### src/rtl/vga_if.sv
// VGA pixel-stream bundle passed from the timing generator through the drawing stages.
interface vga_if;
  logic [10:0] vcount;
  logic        vsync;
  logic        vblnk;
  logic [10:0] hcount;
  logic        hsync;
  logic        hblnk;
  logic [11:0] rgb;

  modport out (output vcount, vsync, vblnk, hcount, hsync, hblnk, rgb);
  modport in  (input  vcount, vsync, vblnk, hcount, hsync, hblnk, rgb);
endinterface

### src/rtl/vga_timing_gen.sv
// Free-running VGA raster timing source: counts, blanking, syncs and line/frame strobes,
// all registered from the next counter values so every field describes the same pixel.
module vga_timing_gen #(
  parameter int H_ACTIVE   = 800,
  parameter int H_FRONT    = 40,
  parameter int H_SYNC     = 128,
  parameter int H_BACK     = 88,
  parameter int V_ACTIVE   = 600,
  parameter int V_FRONT    = 1,
  parameter int V_SYNC     = 4,
  parameter int V_BACK     = 23,
  parameter bit H_SYNC_POS = 1'b1,
  parameter bit V_SYNC_POS = 1'b1
) (
  input  logic clk,
  input  logic rst,
  vga_if.out   out,
  output logic line_start,
  output logic frame_start
);
  localparam int H_TOTAL = H_ACTIVE + H_FRONT + H_SYNC + H_BACK;
  localparam int V_TOTAL = V_ACTIVE + V_FRONT + V_SYNC + V_BACK;

  localparam logic [10:0] H_LAST = 11'(H_TOTAL - 1);
  localparam logic [10:0] V_LAST = 11'(V_TOTAL - 1);
  // Window bounds are 12 bits wide so a sync ending exactly at 2048 does not wrap to 0.
  localparam logic [11:0] HB_START = 12'(H_ACTIVE);
  localparam logic [11:0] VB_START = 12'(V_ACTIVE);
  localparam logic [11:0] HS_START = 12'(H_ACTIVE + H_FRONT);
  localparam logic [11:0] HS_END   = 12'(H_ACTIVE + H_FRONT + H_SYNC);
  localparam logic [11:0] VS_START = 12'(V_ACTIVE + V_FRONT);
  localparam logic [11:0] VS_END   = 12'(V_ACTIVE + V_FRONT + V_SYNC);

  generate
    if (H_TOTAL > 2048 || V_TOTAL > 2048) begin : g_bad_timing
      $error("vga_timing_gen: H_TOTAL and V_TOTAL must not exceed 2048");
    end
  endgenerate

  logic [10:0] r_hcount;
  logic [10:0] r_vcount;
  logic        r_hsync;
  logic        r_vsync;
  logic        r_hblnk;
  logic        r_vblnk;
  logic        r_line_start;
  logic        r_frame_start;

  logic        w_h_wrap;
  logic        w_v_wrap;
  logic [10:0] w_hcount_next;
  logic [10:0] w_vcount_next;
  logic [11:0] w_hx;
  logic [11:0] w_vx;
  logic        w_hsync_on;
  logic        w_vsync_on;

  always_comb begin
    w_h_wrap      = (r_hcount == H_LAST);
    w_v_wrap      = (r_vcount == V_LAST);
    w_hcount_next = w_h_wrap ? 11'd0 : r_hcount + 11'd1;
    w_vcount_next = r_vcount;
    if (w_h_wrap) begin
      w_vcount_next = w_v_wrap ? 11'd0 : r_vcount + 11'd1;
    end
    w_hx       = {1'b0, w_hcount_next};
    w_vx       = {1'b0, w_vcount_next};
    w_hsync_on = (w_hx >= HS_START) && (w_hx < HS_END);
    w_vsync_on = (w_vx >= VS_START) && (w_vx < VS_END);
  end

  // The reset pixel (0,0) is never re-entered without a wrap, so strobes stay low for it.
  always_ff @(posedge clk or negedge rst) begin
    if (!rst) begin
      r_hcount      <= '0;
      r_vcount      <= '0;
      r_hblnk       <= 1'b0;
      r_vblnk       <= 1'b0;
      r_hsync       <= ~H_SYNC_POS;
      r_vsync       <= ~V_SYNC_POS;
      r_line_start  <= 1'b0;
      r_frame_start <= 1'b0;
    end else begin
      r_hcount      <= w_hcount_next;
      r_vcount      <= w_vcount_next;
      r_hblnk       <= (w_hx >= HB_START);
      r_vblnk       <= (w_vx >= VB_START);
      r_hsync       <= w_hsync_on ? H_SYNC_POS : ~H_SYNC_POS;
      r_vsync       <= w_vsync_on ? V_SYNC_POS : ~V_SYNC_POS;
      r_line_start  <= (w_hcount_next == 11'd0);
      r_frame_start <= (w_hcount_next == 11'd0) && (w_vcount_next == 11'd0);
    end
  end

  assign out.hcount  = r_hcount;
  assign out.vcount  = r_vcount;
  assign out.hblnk   = r_hblnk;
  assign out.vblnk   = r_vblnk;
  assign out.hsync   = r_hsync;
  assign out.vsync   = r_vsync;
  assign out.rgb     = 12'h000;
  assign line_start  = r_line_start;
  assign frame_start = r_frame_start;
endmodule

### src/flat_wrapper.sv
// flat-port wrapper written by rule: the top's interface ports become plain ports
module vga_timing_gen_flat 
#(
  parameter int H_ACTIVE   = 800,
  parameter int H_FRONT    = 40,
  parameter int H_SYNC     = 128,
  parameter int H_BACK     = 88,
  parameter int V_ACTIVE   = 600,
  parameter int V_FRONT    = 1,
  parameter int V_SYNC     = 4,
  parameter int V_BACK     = 23,
  parameter bit H_SYNC_POS = 1'b1,
  parameter bit V_SYNC_POS = 1'b1
)
  (clk, rst, line_start, frame_start, out_vcount, out_vsync, out_vblnk, out_hcount, out_hsync, out_hblnk, out_rgb);
  vga_if out_i ();
  input  logic clk;
  input  logic rst;
  output logic line_start;
  output logic frame_start;
  output wire logic [$bits(out_i.vcount)-1:0] out_vcount;
  output wire logic [$bits(out_i.vsync)-1:0] out_vsync;
  output wire logic [$bits(out_i.vblnk)-1:0] out_vblnk;
  output wire logic [$bits(out_i.hcount)-1:0] out_hcount;
  output wire logic [$bits(out_i.hsync)-1:0] out_hsync;
  output wire logic [$bits(out_i.hblnk)-1:0] out_hblnk;
  output wire logic [$bits(out_i.rgb)-1:0] out_rgb;
  assign out_vcount = out_i.vcount;
  assign out_vsync = out_i.vsync;
  assign out_vblnk = out_i.vblnk;
  assign out_hcount = out_i.hcount;
  assign out_hsync = out_i.hsync;
  assign out_hblnk = out_i.hblnk;
  assign out_rgb = out_i.rgb;
  vga_timing_gen #(.H_ACTIVE(H_ACTIVE), .H_FRONT(H_FRONT), .H_SYNC(H_SYNC), .H_BACK(H_BACK), .V_ACTIVE(V_ACTIVE), .V_FRONT(V_FRONT), .V_SYNC(V_SYNC), .V_BACK(V_BACK), .H_SYNC_POS(H_SYNC_POS), .V_SYNC_POS(V_SYNC_POS)) u_core (.clk(clk), .rst(rst), .out(out_i), .line_start(line_start), .frame_start(frame_start));
endmodule
### config.mk
export PLATFORM = sky130hd
export DESIGN_NAME = vga_timing_gen_flat
export DESIGN_NICKNAME = d
export VERILOG_FILES = /design/src/rtl/vga_if.sv /design/src/rtl/vga_timing_gen.sv /design/src/flat_wrapper.sv
export SDC_FILE = /design/constraint.sdc
export NUM_CORES = 1
export LEC_CHECK = 0
export ABC_CLOCK_PERIOD_IN_PS = 2100
export CELL_PAD_IN_SITES_DETAIL_PLACEMENT = 0
export CELL_PAD_IN_SITES_GLOBAL_PLACEMENT = 1
export CORE_ASPECT_RATIO = 2
export CORE_MARGIN = 2
export CORE_UTILIZATION = 34
export CTS_BUF_LIST = sky130_fd_sc_hd__clkbuf_2 sky130_fd_sc_hd__clkbuf_4 sky130_fd_sc_hd__clkbuf_8
export DETAILED_ROUTE_END_ITERATION = 6
export PLACE_DENSITY = 0.89
export SETUP_SLACK_MARGIN = 0.5
export SLEW_MARGIN = 20
export SYNTH_ARGS = -nofsm -noshare
export SYNTH_HDL_FRONTEND = slang
export SYNTH_SLANG_ARGS = --single-unit
export TNS_END_PERCENT = 1
### constraint.sdc
create_clock -name clk -period 2.1 [get_ports clk]
set_input_delay 0.42 -clock clk [delete_from_list [all_inputs] [get_ports clk]]
set_output_delay 0.42 -clock clk [all_outputs]
set_load 0.05 [all_outputs]
---- Word level (Yosys, flattened, before mapping) ----
Index checks and enable logic that the tools add are counted.
word-level totals
  register bits ........................... 28
  bits of input ports ..................... 2
  logic and storage cells ................. 28
operators by class
  add/subtract/negate cells ............... 2
  $lt $le $gt $ge ......................... 6
  equal/unequal tests ..................... 2
  muxes and demuxes ....................... 5
  reduce and logical (&&, ||, !) cells .... 5
operators by type and width
  kind                                                                            number
  11-bit by 10-bit >= comparator with 1-bit output, second input constant         4
  11-bit two-way mux                                                              3
  11-bit by 1-bit adder with 11-bit output, second input constant                 2
  11-bit zero test                                                                2
  11-bit by 10-bit less-than comparator with 1-bit output, second input constant  2
  11-bit by 10-bit == test with 1-bit output, second input constant               1
  11-bit == test, second input constant                                           1
  1-bit logical AND                                                               3
  1-bit two-way mux                                                               2

---- Depth between registers and ports, before layout ----
Gate-level depths: netlist of the first run.
  depth in word-level cells ............... 6
  gate-level depth with buffers ........... 9

---- Worst setup path after synthesis of the first run ----
OpenSTA, ideal clock, no wires.
  path type ............................... register to register
  start ................................... register u_core.r_hcount[0] (netlist: u_core.out.hcount[0])
  end ..................................... register u_core.r_vsync (netlist: u_core.out.vsync)
  setup time .............................. 68 ps
  arrival ................................. 2558 ps
  data required time ...................... 2032 ps
  setup slack ............................. -526 ps
  cell stages (with the launch flop) ...... 9
  buffers on the path ..................... 1
  period minus slack after synthesis ...... 2626 ps
  cell sequence ........................... dfrtp_1 -> ha_1 -> and4_1 -> buf_4 -> nand3_4 -> or4_1 -> a211oi_2 -> o21ai_1 -> and4bb_1
between the ends
  cells in the longest elaborated chain, start to end .. 5
RTL lines
  item                                                                                                                                line                  source
  start, declared                                                                                                                     vga_timing_gen.sv:40  logic [10:0] r_hcount;
  start signal, assigned                                                                                                              vga_timing_gen.sv:84  r_hcount <= w_hcount_next;
  11-bit == test (*)                                                                                                                  vga_timing_gen.sv:59  w_h_wrap = (r_hcount == H_LAST);
  11-bit two-way mux (*)                                                                                                              vga_timing_gen.sv:63  if (w_h_wrap) begin
  11-bit by 10-bit >= comparator with 1-bit output / 11-bit by 10-bit less-than comparator with 1-bit output (equally long branches)  vga_timing_gen.sv:69  w_vsync_on = (w_vx >= VS_START) && (w_vx < VS_END);
  1-bit logical AND (*)                                                                                                               vga_timing_gen.sv:69
  via u_core.w_vsync_on                                                                                                               vga_timing_gen.sv:56  logic w_vsync_on;
  1-bit two-way mux (*)                                                                                                               vga_timing_gen.sv:89  r_vsync <= w_vsync_on ? V_SYNC_POS : ~V_SYNC_POS;
  end signal, assigned                                                                                                                vga_timing_gen.sv:80  r_vsync <= ~V_SYNC_POS;
  end signal, assigned                                                                                                                vga_timing_gen.sv:89
  end, declared                                                                                                                       vga_timing_gen.sv:43  logic r_vsync;
The timed path passes the listed nets; every way through them passes the cells marked *.

---- Worst setup path after layout of the first run ----
  start ................................... register u_core.r_vcount[0] (netlist: u_core.out.vcount[0])
  end ..................................... register u_core.r_frame_start (netlist: u_core.frame_start)
between the ends
  cells in the longest elaborated chain, start to end .. 5
RTL lines
  item                                                                                                           line                                        source
  start, declared                                                                                                vga_timing_gen.sv:41                        logic [10:0] r_vcount;
  start signal, assigned                                                                                         vga_timing_gen.sv:85                        r_vcount <= w_vcount_next;
  11-bit by 1-bit adder with 11-bit output / 11-bit by 10-bit == test with 1-bit output (equally long branches)  vga_timing_gen.sv:64, vga_timing_gen.sv:60
  11-bit two-way mux                                                                                             vga_timing_gen.sv:64                        w_vcount_next = w_v_wrap ? 11'd0 : r_vcount + 11'd1;
  11-bit two-way mux (*)                                                                                         vga_timing_gen.sv:63
  11-bit zero test (*)                                                                                           vga_timing_gen.sv:91                        r_frame_start <= (w_hcount_next == 11'd0) && (w_vcount_next == 11'd0);
  1-bit logical AND (*)                                                                                          vga_timing_gen.sv:91
  end signal, assigned                                                                                           vga_timing_gen.sv:91
  end, declared                                                                                                  vga_timing_gen.sv:47                        logic r_frame_start;
Mark *: on every way between the ends. The rest lies on a longest branch, timed or not.

==> results by group, run 1 <==
STA
  – Slew HR: approximately two thirds
  – Fmax: 499 MHz
  – Pins Over Slew Limit: 0
  – Fin crit share: 95.4%
  – Tmin final: 2000 ps
  – Clock skew: 8.17 ps
  – Unrepaired setup endpoints after global routing: true
  – Final setup viols: 0
  – Final Hold Viols: 0
  – Tightest Pin Transition: 506 ps

Critical path
  – Worst-path maximum fanout: 7
  – Buf/Inv on CP: 0
  – Crit path arrival time: 2190 ps
  – Critical-path cell list: ha_4, nand3_2, or4_4, a211oi_4, nand2_1, nor4b_2
  – CP Class: flop to flop
  – Worst path top cell family by delay: simple AND/OR/NAND/NOR gates
  – CP Capture Type: flop
  – Setup crit start kind: flop
  – CP Data Required Time: between 2000 and 2500 ps
  – CP peak stage delay: 570 ps
  – Worst path slowest cell: or4_4

Floorplanning
  – Row cnt: 36
  – Die Height: 104 um
  – Die width: 54.0 um
  – Ports: 42
  – Initial Util: 35.0%
  – Core area: between 0.004 and 0.005 mm^2
  – Die area: 0.00562 mm^2

Routing
  – First-pass DRT Iterations: 4
  – Routed wire length per instance: 15.1 um
  – DR vias/cell: 5.30
  – Via count: 1,605
  – Drc violations: 0
  – Routed wire length: 4570 um
  – Initial drt markers: 30
  – Number of antenna-violating nets in the routed design: 0

Global routing
  – Largest net degree at the start of global routing: 29
  – Vias in the first global route: between 1,500 and 2,000
  – Total Routing Usage GR: 17.5%
  – Total grt overflow: 0
  – Initial antenna violation count: 0
  – First-pass GRT wire length: 7420 um

Clock tree
  – H-tree depth: 1
  – Root buf cell: clkbuf_8
  – Worst-path clk slew: 100 ps
  – Skew-Pair Late Insertion Delay: 280 ps
  – Clk buf depth: 2
  – Cts bufs inserted: 3
  – CTS sink cnt: 28
  – CTS tree: yes

Cells and area
  – Final non-filler cell total: 303
  – Area Overhead vs Synth: 42.0%
  – Ant. Diodes: 0
  – Share of cells above drive strength 1: 37.8%
  – Final Cell Area: between 0.002 and 0.0025 mm^2
  – Number of nets in the layout: 251

Run status
  – Status: complete, no violations

Yosys
  – Most common cell in the netlist: dfrtp_1
  – Syn Inst Count: 185
  – Post-synthesis sequential area ratio: 41.1%
  – Top_reg_cell synth: dfrtp_1
  – Post-synth cell types: 46
  – #FFs+latches synth: 28
  – Async set-reset flop share out of synthesis: between 90% and 100%
  – Synthesized area per cell: slightly above 9 um^2
  – Post-synth EDFFs: 0
  – Warnings from Yosys: 0
  – Area leader, netlist: dfrtp_1
  – Post-synth top area share: 41.1%
  – Synth top cells by count: dfrtp_1, nand2_1, buf_4, nor2_1, o21ai_0
  – Largest cells by area after synthesis: dfrtp_1, buf_4, xnor2_1
  – Post-synthesis instance area: 0.00170 mm^2

Worst hold path
  – Min-delay worst type: input pin to asynchronous set/reset pin

Power and ir drop
  – Peak supply drop: 0.346 mV
  – Lkg Pwr: 1.21 nW
  – Pwr/cell area: 424 mW/mm^2

Placement
  – # port buffers: 29
  – Final Wtd Congestion: 0.910
  – DP Area: 0.00225 mm^2
  – Cell count after placement: 294
  – Detail Placement HPWL: roughly 3500 um

Run
  – Max-cap violation count: 0
==> sequential cells by signal, summed over array words and instances (netlist names) <==
signal	cells
u_core.frame_start	1
u_core.out.vblnk	1
u_core.out.vsync	1
u_core.out.hsync	1
u_core.out.vcount	11
u_core.out.hblnk	1
u_core.out.hcount	11
u_core.line_start	1
==> cells in the final DEF, fill, tap and decap left out, types with 2 or more instances in the layout <==
cell	netlist	layout
buf_4	13	35
dfrtp_1	28	19
nand2_1	18	18
clkbuf_2	0	15
nor2_1	13	12
conb_1	1	12
xnor2_1	11	11
o21ai_0	13	10
nand3_1	10	9
dfrtp_2	0	9
dlymetal6s2s_1	0	8
and3_1	6	5
inv_1	5	5
xor2_1	6	5
a21oi_1	5	4
nor3b_1	3	3
nor3_1	4	3
nand4_1	3	3
clkbuf_8	0	3
buf_6	0	3
o21ai_2	0	2
nor4_2	0	2
a31oi_1	3	2
a2bb2oi_1	2	2
mux2i_1	2	2
nand2b_1	2	2
o21ai_1	1	2
nor4b_2	1	2
ha_4	0	2
dlygate4sd2_1	0	2
==> logic make-up (layout without fill, tap and decap cells) <==
logic type                 after synthesis  count (layout)  synth area share [%]
xor gates and xnor gates                17              17                  8.74
adders and majority gates                2               2                  1.47
other                                    1              12                 0.220
AOI/OAI and AO/OA                       34              34                  12.6
muxes                                    3               3                  1.84
DFF                                     28              28                  41.1
and+or+nand+nor                         77              77                  25.9
buffers and inverters                   23              73                  8.08
==> where the power goes <==
part	total, W	switching, W	internal, W	leakage, nW
combinational	0.0000596	0.0000567	0.00000284	0.815
clock	0.000428	0.000172	0.000255	0.0357
sequential	0.000539	0	0.000539	0.365
total	0.00103	0.000229	0.000797	1.21
==> path summary, 6_finish.rpt <==
kind                                           startpoint                             end  slack (ps)  cells past startpoint
max in group asynchronous                             rst  u_core.out.vcount[9]$_DFF_PN0_        1310                      2
max                        u_core.out.vcount[0]$_DFF_PN0_    u_core.frame_start$_DFF_PN0_         100                      6
min in group clk           u_core.out.hcount[0]$_DFF_PN0_  u_core.out.hcount[1]$_DFF_PN0_         540                      1
min                                                   rst  u_core.out.hcount[2]$_DFF_PN0_         500                      2
min reg2reg                u_core.out.hcount[0]$_DFF_PN0_  u_core.out.hcount[1]$_DFF_PN0_         540                      1
max reg2reg                u_core.out.vcount[0]$_DFF_PN0_    u_core.frame_start$_DFF_PN0_         100                      6
==> layout make-up <==
type	instances	area, um^2
inverter	5	18.8
sequential	28	712
fill	472	2450
multi-input combinational	145	1040
clock buffer	3	41.3
timing repair buffer	64	499
tap	57	71.3
clock inverter	1	30.0
==> metal layers <==
layer | part of all wire (%) | wire length (um) | global-route usage [%]
met4 | 4.3 | 198 | 9.64
met5 | 0 | 0 | 0
met2 | 58 | 2640 | 31.7
met1 | 34 | 1550 | 18.5
met3 | 3.8 | 174 | 1.29
==> what timing repair did <==
| item | in CTS | in global routing |
|---|---|---|
| buffers inserted | 3 | 2 |
| hold buffers | 0 | 0 |
| pin swaps | 3 | 13 |
| endpoints found under the hold margin | 0 | 0 |
| resized for setup | 25 | 57 |
| endpoints found under the setup margin | 42 | 41 |
==> metrics by stage <==
stage	utilization [%]	hold WS (ps)	power, W	TNS (ps)	worst slack, ps
4_1_cts	48.6	523	0.00103	0	102
6_report	49.7	502	0.00103	0	97.1
2_1_floorplan	-	124	0.000613	-248	-77.5
3_3_place_gp	46.2	504	0.000609	-253	-122
3_5_place_dp	46.2	517	0.000610	-335	-160
5_1_grt	49.7	546	0.00106	0	2.82
Note: power is estimated with default switching activity, not from simulation.
==> inputs of run 2 (changes only) <==
--- a/config.mk
+++ b/config.mk
@@ -15,7 +15,6 @@
 export DETAILED_ROUTE_END_ITERATION = 6
 export PLACE_DENSITY = 0.89
 export SETUP_SLACK_MARGIN = 0.5
-export SLEW_MARGIN = 20
 export SYNTH_ARGS = -nofsm -noshare
 export SYNTH_HDL_FRONTEND = slang
 export SYNTH_SLANG_ARGS = --single-unit
==> results of run 2 <==
Same layout as run 1: the final DEF is identical, and so are final timing and power.
